<file path="src/rtl/aes_sbox_if.sv">
// Byte-wide stream into and out of one AES S-box lane.
// The master side (round datapath or bench) drives the input byte and its
// valid flag. The slave side (the S-box) returns the substituted byte.
interface aes_sbox_if;
  logic       in_valid;
  logic [7:0] sbox_in;
  logic [7:0] sbox_out;
  logic       out_valid;

  modport master (
    output in_valid,
    output sbox_in,
    input  sbox_out,
    input  out_valid
  );

  modport slave (
    input  in_valid,
    input  sbox_in,
    output sbox_out,
    output out_valid
  );
endinterface

</file>
<file path="src/rtl/aes_sbox.sv">
// Forward AES SubBytes for one byte.
// The substitution is a fixed 256-entry case table. Its rows are indexed by
// sbox_in[7:4] and its columns by sbox_in[3:0]; each line of the table below
// holds half of one row.
// REG_OUT=1 adds a single output register stage, giving one byte per cycle
// at 1-cycle latency. REG_OUT=0 is purely combinational.
module aes_sbox #(
  parameter bit REG_OUT = 1'b1
) (
  input  logic     clk,
  input  logic     rst,
  aes_sbox_if.slave bus
);

  logic [7:0] sub_byte;

  // Table lookup. The default value before the case is never selected for
  // a defined input, because all 256 codes are listed.
  always_comb begin
    sub_byte = 8'h00;
    case (bus.sbox_in)
      8'h00: sub_byte = 8'h63; 8'h01: sub_byte = 8'h7c; 8'h02: sub_byte = 8'h77; 8'h03: sub_byte = 8'h7b; 8'h04: sub_byte = 8'hf2; 8'h05: sub_byte = 8'h6b; 8'h06: sub_byte = 8'h6f; 8'h07: sub_byte = 8'hc5;
      8'h08: sub_byte = 8'h30; 8'h09: sub_byte = 8'h01; 8'h0a: sub_byte = 8'h67; 8'h0b: sub_byte = 8'h2b; 8'h0c: sub_byte = 8'hfe; 8'h0d: sub_byte = 8'hd7; 8'h0e: sub_byte = 8'hab; 8'h0f: sub_byte = 8'h76;
      8'h10: sub_byte = 8'hca; 8'h11: sub_byte = 8'h82; 8'h12: sub_byte = 8'hc9; 8'h13: sub_byte = 8'h7d; 8'h14: sub_byte = 8'hfa; 8'h15: sub_byte = 8'h59; 8'h16: sub_byte = 8'h47; 8'h17: sub_byte = 8'hf0;
      8'h18: sub_byte = 8'had; 8'h19: sub_byte = 8'hd4; 8'h1a: sub_byte = 8'ha2; 8'h1b: sub_byte = 8'haf; 8'h1c: sub_byte = 8'h9c; 8'h1d: sub_byte = 8'ha4; 8'h1e: sub_byte = 8'h72; 8'h1f: sub_byte = 8'hc0;
      8'h20: sub_byte = 8'hb7; 8'h21: sub_byte = 8'hfd; 8'h22: sub_byte = 8'h93; 8'h23: sub_byte = 8'h26; 8'h24: sub_byte = 8'h36; 8'h25: sub_byte = 8'h3f; 8'h26: sub_byte = 8'hf7; 8'h27: sub_byte = 8'hcc;
      8'h28: sub_byte = 8'h34; 8'h29: sub_byte = 8'ha5; 8'h2a: sub_byte = 8'he5; 8'h2b: sub_byte = 8'hf1; 8'h2c: sub_byte = 8'h71; 8'h2d: sub_byte = 8'hd8; 8'h2e: sub_byte = 8'h31; 8'h2f: sub_byte = 8'h15;
      8'h30: sub_byte = 8'h04; 8'h31: sub_byte = 8'hc7; 8'h32: sub_byte = 8'h23; 8'h33: sub_byte = 8'hc3; 8'h34: sub_byte = 8'h18; 8'h35: sub_byte = 8'h96; 8'h36: sub_byte = 8'h05; 8'h37: sub_byte = 8'h9a;
      8'h38: sub_byte = 8'h07; 8'h39: sub_byte = 8'h12; 8'h3a: sub_byte = 8'h80; 8'h3b: sub_byte = 8'he2; 8'h3c: sub_byte = 8'heb; 8'h3d: sub_byte = 8'h27; 8'h3e: sub_byte = 8'hb2; 8'h3f: sub_byte = 8'h75;
      8'h40: sub_byte = 8'h09; 8'h41: sub_byte = 8'h83; 8'h42: sub_byte = 8'h2c; 8'h43: sub_byte = 8'h1a; 8'h44: sub_byte = 8'h1b; 8'h45: sub_byte = 8'h6e; 8'h46: sub_byte = 8'h5a; 8'h47: sub_byte = 8'ha0;
      8'h48: sub_byte = 8'h52; 8'h49: sub_byte = 8'h3b; 8'h4a: sub_byte = 8'hd6; 8'h4b: sub_byte = 8'hb3; 8'h4c: sub_byte = 8'h29; 8'h4d: sub_byte = 8'he3; 8'h4e: sub_byte = 8'h2f; 8'h4f: sub_byte = 8'h84;
      8'h50: sub_byte = 8'h53; 8'h51: sub_byte = 8'hd1; 8'h52: sub_byte = 8'h00; 8'h53: sub_byte = 8'hed; 8'h54: sub_byte = 8'h20; 8'h55: sub_byte = 8'hfc; 8'h56: sub_byte = 8'hb1; 8'h57: sub_byte = 8'h5b;
      8'h58: sub_byte = 8'h6a; 8'h59: sub_byte = 8'hcb; 8'h5a: sub_byte = 8'hbe; 8'h5b: sub_byte = 8'h39; 8'h5c: sub_byte = 8'h4a; 8'h5d: sub_byte = 8'h4c; 8'h5e: sub_byte = 8'h58; 8'h5f: sub_byte = 8'hcf;
      8'h60: sub_byte = 8'hd0; 8'h61: sub_byte = 8'hef; 8'h62: sub_byte = 8'haa; 8'h63: sub_byte = 8'hfb; 8'h64: sub_byte = 8'h43; 8'h65: sub_byte = 8'h4d; 8'h66: sub_byte = 8'h33; 8'h67: sub_byte = 8'h85;
      8'h68: sub_byte = 8'h45; 8'h69: sub_byte = 8'hf9; 8'h6a: sub_byte = 8'h02; 8'h6b: sub_byte = 8'h7f; 8'h6c: sub_byte = 8'h50; 8'h6d: sub_byte = 8'h3c; 8'h6e: sub_byte = 8'h9f; 8'h6f: sub_byte = 8'ha8;
      8'h70: sub_byte = 8'h51; 8'h71: sub_byte = 8'ha3; 8'h72: sub_byte = 8'h40; 8'h73: sub_byte = 8'h8f; 8'h74: sub_byte = 8'h92; 8'h75: sub_byte = 8'h9d; 8'h76: sub_byte = 8'h38; 8'h77: sub_byte = 8'hf5;
      8'h78: sub_byte = 8'hbc; 8'h79: sub_byte = 8'hb6; 8'h7a: sub_byte = 8'hda; 8'h7b: sub_byte = 8'h21; 8'h7c: sub_byte = 8'h10; 8'h7d: sub_byte = 8'hff; 8'h7e: sub_byte = 8'hf3; 8'h7f: sub_byte = 8'hd2;
      8'h80: sub_byte = 8'hcd; 8'h81: sub_byte = 8'h0c; 8'h82: sub_byte = 8'h13; 8'h83: sub_byte = 8'hec; 8'h84: sub_byte = 8'h5f; 8'h85: sub_byte = 8'h97; 8'h86: sub_byte = 8'h44; 8'h87: sub_byte = 8'h17;
      8'h88: sub_byte = 8'hc4; 8'h89: sub_byte = 8'ha7; 8'h8a: sub_byte = 8'h7e; 8'h8b: sub_byte = 8'h3d; 8'h8c: sub_byte = 8'h64; 8'h8d: sub_byte = 8'h5d; 8'h8e: sub_byte = 8'h19; 8'h8f: sub_byte = 8'h73;
      8'h90: sub_byte = 8'h60; 8'h91: sub_byte = 8'h81; 8'h92: sub_byte = 8'h4f; 8'h93: sub_byte = 8'hdc; 8'h94: sub_byte = 8'h22; 8'h95: sub_byte = 8'h2a; 8'h96: sub_byte = 8'h90; 8'h97: sub_byte = 8'h88;
      8'h98: sub_byte = 8'h46; 8'h99: sub_byte = 8'hee; 8'h9a: sub_byte = 8'hb8; 8'h9b: sub_byte = 8'h14; 8'h9c: sub_byte = 8'hde; 8'h9d: sub_byte = 8'h5e; 8'h9e: sub_byte = 8'h0b; 8'h9f: sub_byte = 8'hdb;
      8'ha0: sub_byte = 8'he0; 8'ha1: sub_byte = 8'h32; 8'ha2: sub_byte = 8'h3a; 8'ha3: sub_byte = 8'h0a; 8'ha4: sub_byte = 8'h49; 8'ha5: sub_byte = 8'h06; 8'ha6: sub_byte = 8'h24; 8'ha7: sub_byte = 8'h5c;
      8'ha8: sub_byte = 8'hc2; 8'ha9: sub_byte = 8'hd3; 8'haa: sub_byte = 8'hac; 8'hab: sub_byte = 8'h62; 8'hac: sub_byte = 8'h91; 8'had: sub_byte = 8'h95; 8'hae: sub_byte = 8'he4; 8'haf: sub_byte = 8'h79;
      8'hb0: sub_byte = 8'he7; 8'hb1: sub_byte = 8'hc8; 8'hb2: sub_byte = 8'h37; 8'hb3: sub_byte = 8'h6d; 8'hb4: sub_byte = 8'h8d; 8'hb5: sub_byte = 8'hd5; 8'hb6: sub_byte = 8'h4e; 8'hb7: sub_byte = 8'ha9;
      8'hb8: sub_byte = 8'h6c; 8'hb9: sub_byte = 8'h56; 8'hba: sub_byte = 8'hf4; 8'hbb: sub_byte = 8'hea; 8'hbc: sub_byte = 8'h65; 8'hbd: sub_byte = 8'h7a; 8'hbe: sub_byte = 8'hae; 8'hbf: sub_byte = 8'h08;
      8'hc0: sub_byte = 8'hba; 8'hc1: sub_byte = 8'h78; 8'hc2: sub_byte = 8'h25; 8'hc3: sub_byte = 8'h2e; 8'hc4: sub_byte = 8'h1c; 8'hc5: sub_byte = 8'ha6; 8'hc6: sub_byte = 8'hb4; 8'hc7: sub_byte = 8'hc6;
      8'hc8: sub_byte = 8'he8; 8'hc9: sub_byte = 8'hdd; 8'hca: sub_byte = 8'h74; 8'hcb: sub_byte = 8'h1f; 8'hcc: sub_byte = 8'h4b; 8'hcd: sub_byte = 8'hbd; 8'hce: sub_byte = 8'h8b; 8'hcf: sub_byte = 8'h8a;
      8'hd0: sub_byte = 8'h70; 8'hd1: sub_byte = 8'h3e; 8'hd2: sub_byte = 8'hb5; 8'hd3: sub_byte = 8'h66; 8'hd4: sub_byte = 8'h48; 8'hd5: sub_byte = 8'h03; 8'hd6: sub_byte = 8'hf6; 8'hd7: sub_byte = 8'h0e;
      8'hd8: sub_byte = 8'h61; 8'hd9: sub_byte = 8'h35; 8'hda: sub_byte = 8'h57; 8'hdb: sub_byte = 8'hb9; 8'hdc: sub_byte = 8'h86; 8'hdd: sub_byte = 8'hc1; 8'hde: sub_byte = 8'h1d; 8'hdf: sub_byte = 8'h9e;
      8'he0: sub_byte = 8'he1; 8'he1: sub_byte = 8'hf8; 8'he2: sub_byte = 8'h98; 8'he3: sub_byte = 8'h11; 8'he4: sub_byte = 8'h69; 8'he5: sub_byte = 8'hd9; 8'he6: sub_byte = 8'h8e; 8'he7: sub_byte = 8'h94;
      8'he8: sub_byte = 8'h9b; 8'he9: sub_byte = 8'h1e; 8'hea: sub_byte = 8'h87; 8'heb: sub_byte = 8'he9; 8'hec: sub_byte = 8'hce; 8'hed: sub_byte = 8'h55; 8'hee: sub_byte = 8'h28; 8'hef: sub_byte = 8'hdf;
      8'hf0: sub_byte = 8'h8c; 8'hf1: sub_byte = 8'ha1; 8'hf2: sub_byte = 8'h89; 8'hf3: sub_byte = 8'h0d; 8'hf4: sub_byte = 8'hbf; 8'hf5: sub_byte = 8'he6; 8'hf6: sub_byte = 8'h42; 8'hf7: sub_byte = 8'h68;
      8'hf8: sub_byte = 8'h41; 8'hf9: sub_byte = 8'h99; 8'hfa: sub_byte = 8'h2d; 8'hfb: sub_byte = 8'h0f; 8'hfc: sub_byte = 8'hb0; 8'hfd: sub_byte = 8'h54; 8'hfe: sub_byte = 8'hbb; 8'hff: sub_byte = 8'h16;
      default: sub_byte = 8'h00;
    endcase
  end

  if (REG_OUT) begin : g_reg
    logic [7:0] sbox_d;
    logic [7:0] sbox_q;
    logic       valid_d;
    logic       valid_q;

    // Next-state for the output stage. The data register loads every cycle,
    // and valid follows in_valid.
    always_comb begin
      sbox_d  = sub_byte;
      valid_d = bus.in_valid;
    end

    // Output register. Reset wins over in_valid, so a byte presented during
    // reset is dropped.
    always_ff @(posedge clk) begin
      if (rst) begin
        sbox_q  <= 8'h00;
        valid_q <= 1'b0;
      end else begin
        sbox_q  <= sbox_d;
        valid_q <= valid_d;
      end
    end

    assign bus.sbox_out  = sbox_q;
    assign bus.out_valid = valid_q;
  end else begin : g_comb
    // Zero-latency build: data passes straight through, and only valid is gated by reset.
    assign bus.sbox_out  = sub_byte;
    assign bus.out_valid = bus.in_valid & ~rst;
  end

endmodule

</file>
<file path="src/flat_wrapper.sv">
// flat-port wrapper written by rule: the top's interface ports become plain ports
module aes_sbox_flat 
#(
  parameter bit REG_OUT = 1'b1
)
  (clk, rst, bus_in_valid, bus_sbox_in, bus_sbox_out, bus_out_valid);
  aes_sbox_if bus_i ();
  input  logic clk;
  input  logic rst;
  input wire logic [$bits(bus_i.in_valid)-1:0] bus_in_valid;
  input wire logic [$bits(bus_i.sbox_in)-1:0] bus_sbox_in;
  output wire logic [$bits(bus_i.sbox_out)-1:0] bus_sbox_out;
  output wire logic [$bits(bus_i.out_valid)-1:0] bus_out_valid;
  assign bus_i.in_valid = bus_in_valid;
  assign bus_i.sbox_in = bus_sbox_in;
  assign bus_sbox_out = bus_i.sbox_out;
  assign bus_out_valid = bus_i.out_valid;
  aes_sbox #(.REG_OUT(REG_OUT)) u_core (.clk(clk), .rst(rst), .bus(bus_i));
endmodule
</file>
<file path="config.mk">
export PLATFORM = sky130hd
export DESIGN_NAME = aes_sbox_flat
export DESIGN_NICKNAME = d
export VERILOG_FILES = /design/src/rtl/aes_sbox_if.sv /design/src/rtl/aes_sbox.sv /design/src/flat_wrapper.sv
export SDC_FILE = /design/constraint.sdc
export NUM_CORES = 1
export LEC_CHECK = 0
export CORE_ASPECT_RATIO = 0.75
export CORE_UTILIZATION = 45
export CTS_BUF_LIST = sky130_fd_sc_hd__clkbuf_16
export DETAILED_ROUTE_END_ITERATION = 6
export PLACE_DENSITY = 0.61
export SYNTH_ARGS = -nofsm -noshare
export SYNTH_HDL_FRONTEND = slang
export SYNTH_SLANG_ARGS = --single-unit
</file>
<file path="constraint.sdc">
create_clock -name clk -period 3.5 [get_ports clk]
set_clock_uncertainty 0.2 [all_clocks]
set_input_delay 0.875 -clock clk [delete_from_list [all_inputs] [get_ports clk]]
set_output_delay 0.875 -clock clk [all_outputs]
set_load 0.01 [all_outputs]
</file>
==> results.sh <==
export IMPL_cts_buffers=3
export IMPL_area_growth_synth_to_final_pct=29.30
export IMPL_ant_nets=0
export IMPL_leakagePower_nw=1.901
export IMPL_fin_crit_sh_pct=99.20
export IMPL_hold_path_class="input port to register"
export IMPL_multi_input_area_mm2=0.003131
export IMPL_syn_inst=562
export IMPL_grt_pass1_wl_um=29150
export IMPL_clk_pin_slew_ns=0.04
export IMPL_fp_dieW_um=106.3
export IMPL_port_buffers=19
export IMPL_layout_common_cells="buf_4 (121), a21oi_1 (51), nand2_1 (47), nor2_1 (44), o21ai_0 (40)"
export IMPL_critPathKind="input port to register"
export IMPL_cts_buffer_depth=2
export IMPL_rsz0062_at_grt="yes"
export IMPL_core_mm2=0.007883
export IMPL_grt_antenna_before_repair=1
export IMPL_wl_um=19420
export IMPL_fin_crit_ns=3.472
export IMPL_outcome="finished, violations left"
export IMPL_worstPathArrival_ns=3.39
export IMPL_cts_root_buf="clkbuf_16"
export IMPL_viasPerCell=7.259
export IMPL_ios=20
export IMPL_synth_top_area_share_pct=6.951
export IMPL_die_area_mm2=0.008530
export IMPL_yosys_warnings=0
export IMPL_regArea_um2=180.2
export IMPL_synth_largest_area_cell="a21oi_1"
export IMPL_cts_tree="yes"
export IMPL_gr_usage_all_layers_pct=45.77
export IMPL_die_height_um=80.24
export IMPL_drt_iter0_markers=948
export IMPL_diodes=0
export IMPL_row_count=28
export IMPL_worstPathRequired_ns=3.42
export IMPL_syn_num_nets=588
export IMPL_endpoint_kind="register"
export IMPL_drv_slew=0
export IMPL_grt_pass1_vias=4965
export IMPL_ir_drop_uv=128.9
export IMPL_drive_above_1_share_pct=25.74
export IMPL_layout_commonest_cell="buf_4"
export IMPL_syn_avg_cell_area_um2=6.534
export IMPL_p_per_area_mw_per_mm2=220.2
export IMPL_clock_fmax_mhz=288.0
export IMPL_drt_pass1_iter_count=7
export IMPL_grt_max_degree=62
export IMPL_worst_setup_path_start_kind="input port"
export IMPL_hold_violations=0
export IMPL_synth_area_mm2=0.003672
export IMPL_yosysSeqAreaShare_pct=4.906
export IMPL_fillers=791
export IMPL_worstMarginPinSlew_ns=0.7685
export IMPL_async_flop_share_pct=0
export IMPL_post_cts_setup_buffers=0
export IMPL_place_gp_congestion=1.085
export IMPL_synth_edff_count=0
export IMPL_cp_max_fo=14
export IMPL_clock_sinks=9
export IMPL_finalWorstSetupSlack_ns=0.02789
export IMPL_synth_area_leaders="a21oi_1 (7.0%), o21ai_0 (5.5%), ha_1 (5.1%), dfxtp_1 (4.9%), nand2_1 (4.8%)"
export IMPL_nets=668
export IMPL_htreeDepth=1
export IMPL_synth_distinct_cells=74
export IMPL_drc=1
export IMPL_ctsHoldBuffers=0
export IMPL_setup_viol=0
export IMPL_violations="design-rule violations"
export IMPL_dp_hpwl_um=14380
export IMPL_overflow=0
export IMPL_wl_per_cell_um=26.04
export IMPL_relSlewSlack_pct=48.77
export IMPL_cap_viol_max_count=0
export IMPL_vias=5415
export IMPL_post_place_ws_ns=-0.2271
export IMPL_floorplan_initialDensity_pct=46.59
export IMPL_ys_ff_latch=9
export IMPL_ys_flop_type="dfxtp_1"
export IMPL_power_w=0.001046
[cell families after synthesis]
group,Yosys count,synth area share [%]
AOI/OAI and AO/OA,232,43.71
xor gates and xnor gates,3,0.7156
adders and majority gates,15,5.111
buffers and inverters,79,11.04
DFF,9,4.906
muxes,13,5.281
and+or+nand+nor,211,29.23
[worst paths after layout]
check	startpoint	end	slack (ns)	cells after the start
worst max-delay path	bus_sbox_in[0]	u_core.bus.sbox_out[5]	0.03	10
worst min-delay path	bus_in_valid	u_core.bus.out_valid	0.99	2
[registers in the layout, summed over array words and instances, names as in the netlist]
register / cells
u_core.bus.out_valid: 1
u_core.bus.sbox_out: 8
[Yosys cell counts (all sizes together), types with 13 or more instances]
| cell | count |
|---|---|
| o21ai | 41 |
| clkbuf | 22 |
| a21oi | 51 |
| nand2 | 48 |
| ha | 15 |
| nor2 | 47 |
| nand2b | 24 |
| buf | 48 |
| nor3 | 26 |
| o211ai | 13 |
| a211oi | 22 |
| nand3 | 15 |
| a31oi | 15 |
[critical path, cell delays in order]
cell             delay, ns
clkdlybuf4s50_1       0.47
buf_4                 0.22
ha_1                  0.34
buf_4                 0.20
nor2b_1               0.08
o311ai_1              0.27
o31ai_1               0.13
o311ai_1              0.35
a211oi_1              0.08
or3_1                 0.38
[final cells by class]
| class | instances | area share [%] |
|---|---|---|
| Clock buffer | 3 | 1.581 |
| Clock inverter | 1 | 0.07905 |
| Inverter | 9 | 0.7115 |
| Multi-Input combinational cell | 474 | 65.93 |
| Sequential cell | 9 | 3.794 |
| Tap cell | 105 | 2.767 |
| Timing Repair Buffer | 145 | 25.14 |
[where the power goes]
| group | total, W | leakage (nW) | switching (W) | internal [W] |
|---|---|---|---|---|
| Sequential | 0.000119 | 0.0751 | 0.00000473 | 0.000114 |
| Clock | 0.000217 | 0.0423 | 0.0000661 | 0.000151 |
| Combinational | 0.000709 | 1.78 | 0.000415 | 0.000294 |
[stage by stage]
stage          area [um^2]  instances  TNS (ns)  hold slack [ns]  utilization [%]
2_1_floorplan         3672        562         0           0.7466                -
6_report              4748        746         0           0.9896            60.24
3_5_place_dp          4626        742   -0.9045            1.250            58.68
5_1_grt               4748        746  -0.02733            1.019            60.24
4_1_cts               4705        746         0           0.9989            59.68
3_3_place_gp          4626        742    -1.010            1.238            58.68
[metal layers]
metal / GRT usage (%) / wire length, um / vias to the layer above
li1: - / - / 2319
met1: 60.06 / 7550 / 2480
met4: 22.50 / 1224 / 2
met2: 67.47 / 7782 / 483
met5: 0 / 13 / -
met3: 13.80 / 2852 / 131
[timing repair]
| action | CTS | global route |
|---|---|---|
| resized for setup | 0 | 9 |
| endpoints found under the setup margin | 0 | 6 |
| endpoints found under the hold margin | 0 | 0 |
Power figures use the tool's default switching activity.
